[config.mk]
export PLATFORM = sky130hd
export DESIGN_NAME = ram64_frame_writer
export DESIGN_NICKNAME = d
export VERILOG_FILES = /design/src/rtl/ram64_frame_writer.sv
export SDC_FILE = /design/constraint.sdc
export NUM_CORES = 1
export LEC_CHECK = 0
export CORE_MARGIN = 1.5
export CORE_UTILIZATION = 43
export DETAILED_ROUTE_END_ITERATION = 16
export PLACE_DENSITY = 0.83
export REMOVE_ABC_BUFFERS = 1
export SLEW_MARGIN = 20
export SYNTH_ARGS = -nofsm -noshare
export SYNTH_HDL_FRONTEND = slang
export SYNTH_SLANG_ARGS = --single-unit
[constraint.sdc]
create_clock -name CLK -period 1.9 [get_ports CLK]
set_input_delay 0.57 -clock CLK [delete_from_list [all_inputs] [get_ports CLK]]
set_output_delay 0.57 -clock CLK [all_outputs]
set_load 0.02 [all_outputs]
[src/rtl/ram64_frame_writer.sv]
// Packs a framed byte stream into one ping-pong page of the 64x8 RAM write port,
// then commits the finished page to the readers with a FRM_RDY/FRM_ACK handshake.
module ram64_frame_writer #(
    parameter int ADDR_W  = 6,
    parameter int DATA_W  = 8,
    parameter int MAX_LEN = 31
) (
    input  logic              CLK,
    input  logic              RST,
    input  logic [DATA_W-1:0] S_DATA,
    input  logic              S_VALID,
    input  logic              S_SOF,
    input  logic              S_EOF,
    output logic              S_READY,
    output logic [ADDR_W-1:0] C_ADDR,
    output logic [DATA_W-1:0] C_DIN,
    output logic              C_WEN,
    output logic              RD_PAGE,
    output logic              FRM_RDY,
    output logic [ADDR_W-2:0] FRM_LEN,
    input  logic              FRM_ACK,
    output logic              ERR_OVF,
    output logic              ERR_ABT
);
    localparam int OFF_W = ADDR_W - 1;
    localparam logic [OFF_W-1:0] MAX_C = OFF_W'(MAX_LEN);
    localparam logic [OFF_W-1:0] ONE   = OFF_W'(1);

    typedef enum logic [2:0] {IDLE, RECV, DISCARD, HDR, COMMIT, WAIT_ACK} state_t;

    state_t             state, state_d;
    logic [OFF_W-1:0]   cnt, cnt_d;
    logic [ADDR_W-1:0]  addr_d;
    logic [DATA_W-1:0]  din_d;
    logic [ADDR_W-2:0]  len_d;
    logic               wen_d, page_d, rdy_d, ovf_d, abt_d;
    logic               xfer, start, commit, wp;

    assign S_READY = !RST && (state == IDLE || state == RECV || state == DISCARD);
    assign xfer    = S_VALID && S_READY;
    // Always fill the page the readers are not holding.
    assign wp      = ~RD_PAGE;

    always_comb begin
        state_d = state;
        cnt_d   = cnt;
        wen_d   = 1'b0;
        addr_d  = C_ADDR;
        din_d   = C_DIN;
        ovf_d   = 1'b0;
        abt_d   = 1'b0;
        page_d  = RD_PAGE;
        rdy_d   = FRM_RDY;
        len_d   = FRM_LEN;
        start   = 1'b0;
        commit  = 1'b0;

        if (FRM_ACK && FRM_RDY) rdy_d = 1'b0;

        case (state)
            IDLE: if (xfer && S_SOF) start = 1'b1;
            DISCARD: if (xfer) begin
                if (S_SOF)      start   = 1'b1;
                else if (S_EOF) state_d = IDLE;
            end
            RECV: if (xfer) begin
                if (S_SOF) begin
                    start = 1'b1;
                    abt_d = 1'b1;
                end else if (cnt < MAX_C) begin
                    wen_d  = 1'b1;
                    addr_d = {wp, cnt + ONE};
                    din_d  = S_DATA;
                    cnt_d  = cnt + ONE;
                    if (S_EOF) state_d = HDR;
                end else begin
                    ovf_d   = 1'b1;
                    state_d = S_EOF ? IDLE : DISCARD;
                end
            end
            HDR: begin
                wen_d   = 1'b1;
                addr_d  = {wp, {OFF_W{1'b0}}};
                din_d   = DATA_W'(cnt);
                state_d = COMMIT;
            end
            COMMIT: if (!FRM_RDY || FRM_ACK) commit = 1'b1;
                    else                     state_d = WAIT_ACK;
            WAIT_ACK: if (FRM_ACK) commit = 1'b1;
            default: state_d = IDLE;
        endcase

        if (start) begin
            wen_d   = 1'b1;
            addr_d  = {wp, ONE};
            din_d   = S_DATA;
            cnt_d   = ONE;
            state_d = S_EOF ? HDR : RECV;
        end

        // A commit overrides any ACK-driven clear: the new page is immediately ready.
        if (commit) begin
            page_d  = ~RD_PAGE;
            rdy_d   = 1'b1;
            len_d   = cnt;
            state_d = IDLE;
        end
    end

    always_ff @(posedge CLK) begin
        if (RST) begin
            state   <= IDLE;
            cnt     <= '0;
            C_WEN   <= 1'b0;
            C_ADDR  <= '0;
            C_DIN   <= '0;
            RD_PAGE <= 1'b0;
            FRM_RDY <= 1'b0;
            FRM_LEN <= '0;
            ERR_OVF <= 1'b0;
            ERR_ABT <= 1'b0;
        end else begin
            state   <= state_d;
            cnt     <= cnt_d;
            C_WEN   <= wen_d;
            C_ADDR  <= addr_d;
            C_DIN   <= din_d;
            RD_PAGE <= page_d;
            FRM_RDY <= rdy_d;
            FRM_LEN <= len_d;
            ERR_OVF <= ovf_d;
            ERR_ABT <= abt_d;
        end
    end
endmodule
==> results.md, run 1 <==
- Status: complete, no violations
- Syn Inst Count: ~180
- Measured slew at the worst slew-check pin: between 0.4 and 0.5 ns
- Tmin final: around 1.9 ns
- CP startpoint kind: primary input
- Crit path DAT: around 1.3 ns
- Max Clock Freq: 0.5352 GHz
- Setup Buffers After CTS: 0
- Top_reg_cell synth: dfxtp_1
- Leading area contributor after synthesis: dfxtp_1
- TritonCTS clock tree: done
- Setup repair after global routing missed its margin: true
- Final nets: roughly 260
- FF-to-FF path depth: 5
- Initial Util: 0.4540
- Final Max Tran Viols: 0
- Worst endpoint required time: approximately 1.3 ns
- Flop2flop setup slack: roughly 0.040 ns
- Pin count of the biggest net entering global routing: 23
- Crit end category: primary output
- P_leak: 1.098 nW
- Clk sinks: 32
- Layout cells sized above 1: 0.1762
- Detailed placement HPWL: between 3000 and 4000 µm
- P_int: about 0.0012 W
- Initial antenna violation count: 0
- Final wirelength: between 4000 and 5000 µm
- Number of global-route vias before repair: between 1500 and 2000
- Seq/Total Area, Yosys: 0.4163
- Max_cap viols: 0
- Final-report hold violation count: 0
- Sequential power share: 0.458
- Die X: ~63 µm
- Root Buffer: clkbuf_4
- Multi-input gate area: ~830 µm²
- GRT Total Usage: 0.2323
- Distinct cells, synth: 43
- Post-place setup slack: -0.6474 ns
- Via density: between 5 and 6
- CP top delay family: buffers and inverters
- Final core occ: 0.6737
- Synth-to-Final Area Change: 48.37%
- DR pass1 iterations: 4
- Top-area cell type share of the netlist area: 0.4163
- Sequential cell area: 640.6 µm²
- Die area: 3947 µm²
- Clock slew at reported path FFs: 0.10 ns
- Kind of critical path: in2out
- Pwr/cell area: a little under 700 nW/µm²
- Maximum vdd drop: approximately 0.00066 V
- Row cnt: 21
- Power, Total: between 0.0015 and 0.002 W
- FILL cells: about 270
- Setup WS post-layout: 0.03138 ns
- CTS Buffer Depth: 2
- Logic pwr share: 0.166
- Placeable Area: around 3400 µm²
- Crit share post-route: 0.9835
- Remaining global-route overflow: 0
- Sw frac: 0.2401
- Antenna Nets Post-Route: 0
- Dominant cells by area after synthesis: dfxtp_1, a21oi_1, mux2i_1
- Synth Cell Area: 1539 µm²
- Bufs and invs on worst path: 3
- CP endpoint: S_READY
- Global-route wire length before repair: 7245 µm
- CP Max Fanout: 2
- Critical path startpoint: RST
- CTS Buf Count: 5
- Inserted Diodes: 0
- DR WL/cell: roughly 15 µm
- Initial DRC Count: between 100 and 150
- Via count: about 1700
- Hold Crit Class: reg2reg
- P_sw: about 0.00037 W
- Max incr delay on CP: between 0.2 and 0.3 ns
- Worst r2r dst: cnt[2]$_SDFFE_PP0P_
- Worst-path cell chain: dlygate4sd2_1 -> a211o_1 -> inv_1 -> buf_4
- Relative slew slack: 0.7234
- Post-synthesis register bit count: 32
- Most frequent cell after synthesis: dfxtp_1
- Syn Area/Cell: ~8.5 µm²
- Critical Path Slowest Stage Cell: dlygate4sd2_1
- # port buffers: 38
- Yosys warns: 0
- CTS H-tree lvls: 2
- Setup violators final: 0
- Worst-skew pair later-pin latency: approximately 0.34 ns
- Worst path depth: 4
- Remaining DRCs: 0
- Reg-to-Reg Start: state[1]$_SDFFE_PP0P_
- Synth cell count leaders: dfxtp_1, a21oi_1, nand2_1
- Clock skew: 0.004436 ns
- Number of synthesized flops with an enable pin: 0
- IO Count: 39
- TNS Setup: 0 ns
- Global placement routability congestion: 0.8667
- Ys async rst share: 0
- Clk pwr share: 0.376
- Die Y: roughly 63 µm
cell type report:
| class | count | area share |
|---|---|---|
| sequential | 32 | 0.2805 |
| timing repair buffer | 69 | 0.2811 |
| tap | 46 | 0.02521 |
| clock buffer | 7 | 0.02849 |
| inverter | 5 | 0.008219 |
| clock inverter | 1 | 0.01315 |
| multi-input combinational | 130 | 0.3633 |
power groups by stage:
| stage | logic, W | registers, W | clock network [W] |
|---|---|---|---|
| 6_report | 0.000255 | 0.000706 | 0.000580 |
| 5_1_grt | 0.000275 | 0.000709 | 0.000623 |
| 4_1_cts | 0.000255 | 0.000706 | 0.000592 |
| 3_5_place_dp | 0.000253 | 0.000721 | 0 |
| 3_3_place_gp | 0.000249 | 0.000722 | 0 |
| 2_1_floorplan | 0.0000868 | 0.000750 | 0 |
kinds of logic after synthesis:
logic type | synth area share
compound gates | 0.2407
xor+xnor | 0.02846
fa+ha+maj | 0.008129
buf+inv | 0.04797
flops | 0.4163
mux | 0.03903
simple gates | 0.2195
worst reg2reg max path: stages, from the launching register on:
cell and delay [ns]:
dfxtp_1 0.33, buf_4 0.18, or3b_4 0.38, or3_1 0.33, or4_1 0.42, a21oi_1 0.15
metrics by stage:
step                instance area (µm²)  hold WS, ns  std cells
floorplan                          1484       0.5081        167
finish                             2283       0.4681        290
global route                       2283       0.4872        290
CTS                                2248       0.4722        290
global placement                   2155       0.4523        282
detailed placement                 2155       0.4575        282
layout by cell type, fill, tap and decap left out, types with 2 or more instances in the layout:
master and instances:
or3_1 2, nand3_1 7, clkbuf_4 5, nand2b_1 3, a311oi_1 6, nand4_1 2, a211oi_1 4, dlymetal6s2s_1 12
dfxtp_1 32, a211o_1 2, nor3_1 10, xor2_1 3, nor2_1 10, xnor2_1 2, and2_1 3, buf_4 31
o21a_1 3, clkdlybuf4s50_1 23, a21oi_1 15, nand2_1 14, mux2i_1 6, o211ai_1 4, o21ai_0 6, o41ai_1 2
nor3b_1 4, nand3b_1 2, o31ai_1 2, dlygate4sd2_1 2, o311a_1 2, inv_1 5, clkbuf_8 2, a31oi_1 2
state kept, by name, indices dropped and copies added, names as in the netlist:
register and count:
C_ADDR 6, C_DIN 8, C_WEN 1, ERR_ABT 1, ERR_OVF 1, FRM_LEN 5, FRM_RDY 1, RD_PAGE 1
cnt 5, state 3
timing repair:
item	CTS	global route
endpoints found under the setup margin	13	21
gates resized for setup	8	13
hold buffers	0	0
pin swaps	1	0
per-layer routing:
metal / up-vias / wire, µm / track usage
met1: 753 / 1775 / 0.2941
met5: - / 0 / 0
met2: 99 / 1916 / 0.3669
li1: 797 / - / -
met3: 12 / 489 / 0.05946
met4: 0 / 102 / 0.1139
worst min-delay path by stage:
stage,endpoint,cells after the start,slack [ns],startpoint
after floorplan,C_DIN[1]$_SDFFE_PP0P_,2,0.51,cnt[1]$_SDFFE_PP0P_
after global placement,C_DIN[5]$_SDFFE_PP0P_,2,0.45,C_DIN[5]$_SDFFE_PP0P_
after detailed placement,C_DIN[5]$_SDFFE_PP0P_,2,0.46,C_DIN[5]$_SDFFE_PP0P_
after CTS,C_DIN[5]$_SDFFE_PP0P_,2,0.47,C_DIN[5]$_SDFFE_PP0P_
after global routing,C_DIN[5]$_SDFFE_PP0P_,2,0.49,C_DIN[5]$_SDFFE_PP0P_
final,C_DIN[5]$_SDFFE_PP0P_,2,0.47,C_DIN[5]$_SDFFE_PP0P_
No activity file was read; power rests on OpenSTA's default activity.
==> run 2: changes to the inputs <==
Settings changed: CORE_UTILIZATION 43 to 48, PLACE_DENSITY 0.83 to 0.87, SLEW_MARGIN 20 to default.
Clock period 1.9 ns to 1.97 ns, I/O delays scaled along.
==> results.md, run 2 (synthesis gave the netlist of run 1 again) <==
- Status: complete, no violations
- Setup violators final: 0 (unchanged)
- Max_cap viols: 0 (unchanged)
- Measured slew at the worst slew-check pin: 0.4242 ns (+0.01037 ns)
- Pin count of the biggest net entering global routing: 23 (unchanged)
- Synth-to-Final Area Change: 46.34%
- GRT Total Usage: 0.2500 (+0.01773)
- Sw frac: 0.2716 (+0.03143)
- Hold Buf Count CTS: 0 (unchanged)
- Sequential power share: 0.511 (+0.053)
- Most frequent cells in the layout: clkdlybuf4s50_1, dfxtp_1, buf_4
- CTS H-tree lvls: 2 (unchanged)
- Max FFs per register: 8 (unchanged)
- IO Count: 39 (unchanged)
- Bufs and invs on worst path: 1 (-2)
- Initial Util: 0.5041 (+0.05006)
- DR WL/cell: 14.49 µm (-1.9%)
- CP top delay family: buffers and inverters
- Multi-input gate area: 844.6 µm² (+1.8%)
- Commonest non-fill, non-tap cell in the layout: clkdlybuf4s50_1
- Non-Filler Instances: 289 (-0.34%)
- Row cnt: 20 (-4.8%)
- Top Registers: C_DIN x8, C_ADDR x6
- Kind of critical path: reg2out
- # port buffers: 38 (unchanged)
- Number of global-route vias before repair: 1565 (-1.4%)
- TritonCTS clock tree: done
- Inserted Diodes: 0 (unchanged)
- Clock slew at reported path FFs: 0.09 ns (about the same)
- Sequential cell area: 640.6 µm² (unchanged)
- Initial antenna violation count: 0 (unchanged)
- Worst endpoint required time: 1.38 ns (+0.05 ns)
- Placed Area: 2145 µm² (-0.46%)
- Placeable Area: 3053 µm² (-9.9%)
- Post-layout instance area: 2252 µm² (-1.4%)
- Via count: 1652 (-0.54%)
- Final nets: 259 (+0.39%)
- Die X: 59.63 µm (-5.1%)
- Setup repair after global routing missed its margin: false
- Crit path DAT: 1.32 ns (+0.02 ns)
- Detailed placement HPWL: 2915 µm (-4.7%)
- Global-route wire length before repair: 6782 µm (-6.4%)
- Crit end category: primary output
- P_int: 0.0009707 W (-17%)
- Pwr/cell area: 591.7 nW/µm² (-12%)
- Antenna Nets Post-Route: 0 (unchanged)
- Remaining DRCs: 0 (unchanged)
- P_sw: 0.0003619 W (-2.2%)
- CP Max Fanout: 4 (+2)
- CTS Buf Count: 5 (unchanged)
- Global placement routability congestion: 0.9060 (+4.5%)
- CP startpoint kind: flip-flop
- Clk pwr share: 0.302 (-0.074)
- Final wirelength: 4187 µm (-2.3%)
- Root Buffer: clkbuf_4
- Max incr delay on CP: 0.61 ns (+0.35 ns)
- Max Clock Freq: around 0.52 GHz
- CTS Buffer Depth: 2 (unchanged)
- Clock skew: 0.003798 ns (-0.0006380 ns)
- Largest Register: C_DIN
- Critical Path Slowest Stage Cell: clkdlybuf4s50_1
- Initial DRC Count: 69 (-45%)
- DR pass1 iterations: 4 (unchanged)
- Worst-skew pair later-pin latency: 0.34 ns (about the same)
- Crit share post-route: 0.9693
- P_leak: 0.8964 nW (-18%)
- Die area: 3555 µm² (-9.9%)
- Layout cells sized above 1: 0.1918 (+0.01561)
- Hold Crit Class: reg2reg
- Die Y: 59.63 µm (-5.1%)
- Logic pwr share: 0.186 (+0.020)
- Final Max Tran Viols: 0 (unchanged)
- Maximum vdd drop: 0.0004651 V (-29%)
- Remaining global-route overflow: 0 (unchanged)
- Tmin final: approximately 1.9 ns
- FILL cells: 239 (-13%)
- Final-report hold violation count: 0 (unchanged)
- Inst Count DP: 279 (-1.1%)
- Relative slew slack: 0.7165 (-0.006927)
- Worst-path cell chain: clkdlybuf4s50_1
- Via density: 5.716 (-0.20%)
- Clk sinks: 32 (unchanged)
==> run 2: final timing paths <==
path | cells after the start | from | slack (ns) | endpoint
worst min-delay path | 2 | C_DIN[5]$_SDFFE_PP0P_ | 0.47 | C_DIN[5]$_SDFFE_PP0P_
worst min register to register | 2 | C_DIN[5]$_SDFFE_PP0P_ | 0.47 | C_DIN[5]$_SDFFE_PP0P_
worst max register to register | 5 | state[1]$_SDFFE_PP0P_ | 0.10 | cnt[2]$_SDFFE_PP0P_
worst max-delay path | 1 | FRM_RDY$_SDFFE_PP0P_ | 0.06 | FRM_RDY
==> run 2: what timing repair did <==
item / in CTS / in global routing
gates resized for setup: 10 / 4
endpoints found under the setup margin: 6 / 5
setup buffers: 1 / 0
pin swaps: 1 / 0
hold endpoints to repair: 0 / 0
gates cloned: 0 / 1
==> run 2: per-layer routing <==
layer  global-route usage  routed length [µm]  vias to the layer above
met5                    0                   0                        -
met4              0.08889                  77                        0
met3              0.06769                 307                        9
met2               0.4050                1945                       68
met1               0.3197                1857                      776
li1                     -                   -                      799
==> run 2: layout make-up <==
type / count / share of cell area
Clock inverter: 1 / 0.003333
Multi-Input combinational cell: 130 / 0.3750
Clock buffer: 7 / 0.02444
Inverter: 5 / 0.008333
Timing Repair Buffer: 70 / 0.2800
Tap cell: 44 / 0.02444
Sequential cell: 32 / 0.2844
==> run 2: worst reg2reg max path, delay by kind of cell, from the launching register on <==
family | cells | cell delay, ns
AND/OR/NAND/NOR | 3 | 1.18
flip-flops | 1 | 0.33
buffers and inverters | 1 | 0.17
AO/OA/AOI/OAI | 1 | 0.14
==> run 2: metrics by stage <==
step | TNS [ns] | utilization | power [W] | hold WS (ns) | setup slack, ns
2_1_floorplan | -1.160 | - | 0.0008068 | 0.5081 | -0.1574
4_1_cts | 0 | 0.7283 | 0.001344 | 0.4716 | 0.009135
3_3_place_gp | -5.948 | 0.7025 | 0.0009313 | 0.4510 | -0.5693
6_report | 0 | 0.7377 | 0.001333 | 0.4689 | 0.06038
5_1_grt | 0 | 0.7377 | 0.001387 | 0.4901 | 0.00001021
3_5_place_dp | -6.918 | 0.7025 | 0.0009352 | 0.4588 | -0.5927
==> run 2: power groups by stage <==
| stage | Combinational [W] | Sequential, W | Clock [W] |
|---|---|---|---|
| finish | 0.000248 | 0.000682 | 0.000403 |
| global route | 0.000267 | 0.000684 | 0.000436 |
| CTS | 0.000243 | 0.000682 | 0.000419 |
| detailed placement | 0.000239 | 0.000696 | 0 |
| global placement | 0.000235 | 0.000696 | 0 |
| floorplan | 0.0000837 | 0.000723 | 0 |
==> run 3: changes to the inputs <==
Settings changed: CORE_MARGIN 1.5 to 4.
==> results.md, run 3 (synthesis gave the netlist of run 1 again) <==
- Worst-path cell chain: dlygate4sd2_1 -> a211o_1 -> inv_1 -> buf_4
- # port buffers: 38 (unchanged)
- Max FFs per register: 8 (unchanged)
- Synth-to-Final Area Change: 46.34% (unchanged)
- Critical Path Slowest Stage Cell: dlygate4sd2_1
- P_sw: 0.0003656 W (+1.0%)
- Final nets: 257 (-0.77%)
- Bufs and invs on worst path: 3 (+2)
- Antenna Nets Post-Route: 0 (unchanged)
- Max_cap viols: 0 (unchanged)
- Final core occ: 0.7377 (unchanged)
- IO Count: 39 (unchanged)
- Global placement routability congestion: 0.8482 (-6.4%)
- Global-route wire length before repair: 7265 µm (+7.1%)
- Setup repair after global routing missed its margin: true
- Remaining global-route overflow: 0 (unchanged)
- Clock slew at reported path FFs: 0.10 ns (about the same)
- Most frequent cells in the layout: clkdlybuf4s50_1, dfxtp_1, buf_4
- CTS H-tree lvls: 2 (unchanged)
- CP top delay family: buffers and inverters
- DR WL/cell: 14.42 µm (-0.46%)
- Initial antenna violation count: 0 (unchanged)
- Placed Area: 2137 µm² (-0.35%)
- Hold path depth: 2 (unchanged)
- P_int: 0.001130 W (+16%)
- Layout cells sized above 1: 0.1728 (-0.01900)
- Hold Crit Class: reg2reg
- Inserted Diodes: 0 (unchanged)
- Die X: 64.63 µm (+8.4%)
- Worst r2r dst: cnt[2]$_SDFFE_PP0P_
- Setup WS post-layout: 0.07558 ns (+0.01519 ns)
- Hold Buf Count CTS: 0 (unchanged)
- Crit path DAT: 1.30 ns (-0.02 ns)
- Initial DRC Count: 54 (-22%)
- Top Registers: C_DIN x8, C_ADDR x6
- Tmin final: 1.894 ns (-0.01519 ns)
- CTS Buf Count: 5 (unchanged)
- Kind of critical path: in2out
- Post-place setup slack: -0.6099 ns (-0.01720 ns)
- P_leak: 0.9329 nW (+4.1%)
- DR pass1 iterations: 4 (unchanged)
- Number of global-route vias before repair: 1604 (+2.5%)
- Sequential power share: 0.456 (-0.055)
- Final Max Tran Viols: 0 (unchanged)
- CTS Buffer Depth: 2 (unchanged)
- TritonCTS clock tree: done
- Largest Register: C_DIN
- Crit end category: primary output
- Placeable Area: 3053 µm² (unchanged)
- Hold Path Sink: C_DIN[7]$_SDFFE_PP0P_
- Measured slew at the worst slew-check pin: 0.4004 ns (-0.02379 ns)
- Via count: 1601 (-3.1%)
- Die Y: 64.63 µm (+8.4%)
- Max Clock Freq: 0.5279 GHz (+0.80%)
- Die area: 4176 µm² (+17%)
- Pin count of the biggest net entering global routing: 23 (unchanged)
- Via density: 5.578 (-2.4%)
- Logic pwr share: 0.162 (-0.024)
- GRT Total Usage: 0.2217 (-0.02827)
- Post-layout instance area: 2252 µm² (unchanged)
- Hold Path Origin: C_DIN[7]$_SDFFE_PP0P_
- Initial Util: 0.5041 (unchanged)
- Row cnt: 20 (unchanged)
- CP startpoint kind: primary input
- Status: complete, no violations
- CP Max Fanout: 2 (-2)
- Clock skew: 0.004624 ns (+0.0008261 ns)
- Crit share post-route: 0.9616 (-0.007713)
- Final-report hold violation count: 0 (unchanged)
- Relative slew slack: 0.7327 (+0.01618)
- FF-to-FF path depth: 5 (unchanged)
- Max incr delay on CP: 0.25 ns (-0.36 ns)
- Sw frac: 0.2445 (-0.02707)
- Reg-to-Reg Start: state[1]$_SDFFE_PP0P_
- Worst endpoint required time: 1.38 ns (about the same)
- Remaining DRCs: 0 (unchanged)
- FILL cells: 233 (-2.5%)
- Detailed placement HPWL: 2896 µm (-0.63%)
- Commonest non-fill, non-tap cell in the layout: clkdlybuf4s50_1
- Final wirelength: 4139 µm (-1.1%)
- Root Buffer: clkbuf_4
- Clk sinks: 32 (unchanged)
- Pwr/cell area: 663.9 nW/µm² (+12%)
- Maximum vdd drop: 0.0004962 V (+6.7%)
- Clk pwr share: 0.382 (+0.080)
- Flop2flop setup slack: 0.08 ns (-0.02 ns)
- Setup violators final: 0 (unchanged)
- Worst-skew pair later-pin latency: 0.34 ns (about the same)
## run 3: changes by cell type in the layout (fill, tap and decap cells not counted), sizes merged
cell,previous run,this run
clkdlybuf4s50,35,33
clkdlybuf4s15,1,0
bufinv,0,1
clkinvlp,1,0
dlymetal6s2s,1,3
buf,32,31
## run 3: metrics by stage
stage          setup TNS, ns  total power (W)  hold slack, ns  cells
3_3_place_gp          -6.076        0.0009306          0.4518    278
6_report                   0         0.001495          0.4702    287
2_1_floorplan         -1.160        0.0008068          0.5081    167
5_1_grt            -0.006399         0.001558          0.5202    287
4_1_cts                    0         0.001501          0.4694    287
3_5_place_dp          -7.298        0.0009349          0.4567    278
## run 3: timing repair
item                       CTS  global route
pin swaps                    1             0
setup buffers                1             0
resized for setup            7             4
setup endpoints to repair    8             4
## run 3: worst max path at each step
| stage | startpoint | endpoint | slack (ns) | depth (start not counted) |
|---|---|---|---|---|
| final | RST | S_READY | 0.08 | 4 |
| after detailed placement | RST | S_READY | -0.61 | 4 |
| after floorplan | RST | C_DIN[0]$_SDFFE_PP0P_ | -0.16 | 4 |
| after global placement | RST | S_READY | -0.57 | 4 |
| after global routing | state[1]$_SDFFE_PP0P_ | cnt[2]$_SDFFE_PP0P_ | -0.006 | 5 |
| after CTS | RD_PAGE$_SDFFE_PP0P_ | RD_PAGE | 0.02 | 1 |
## run 3: layout make-up
| type | count | area, µm² | share of cell area |
|---|---|---|---|
| Multi-Input combinational cell | 130 | 829.5 | 0.3683 |
| Sequential cell | 32 | 640.6 | 0.2844 |
| Timing Repair Buffer | 68 | 613.1 | 0.2722 |
| Clock buffer | 7 | 65.06 | 0.02889 |
| Tap cell | 44 | 55.05 | 0.02444 |
| Clock inverter | 1 | 30.03 | 0.01333 |
| Inverter | 5 | 18.77 | 0.008333 |
## run 3: power by group through the flow
| stage | Sequential [W] | Clock (W) | Combinational [W] |
|---|---|---|---|
| global route | 0.000685 | 0.000609 | 0.000263 |
| finish | 0.000682 | 0.000571 | 0.000242 |
| floorplan | 0.000723 | 0 | 0.0000837 |
| detailed placement | 0.000697 | 0 | 0.000238 |
| CTS | 0.000682 | 0.000577 | 0.000242 |
| global placement | 0.000696 | 0 | 0.000235 |
## run 3: worst min-delay path: stages, from the launching register on
cell and delay (ns):
dfxtp_1 0.32, nand3_1 0.06, a21oi_1 0.05
## run 3: routing by layer
metal  wire, µm  vias to the layer above  global-route usage  part of all wire
met5          0                        -                   0                 0
li1           -                      794                   -                 -
met2       1960                       55              0.3531              0.47
met4         55                        0             0.08443             0.013
met3        282                        6             0.06412             0.068
met1       1841                      746              0.2831              0.44
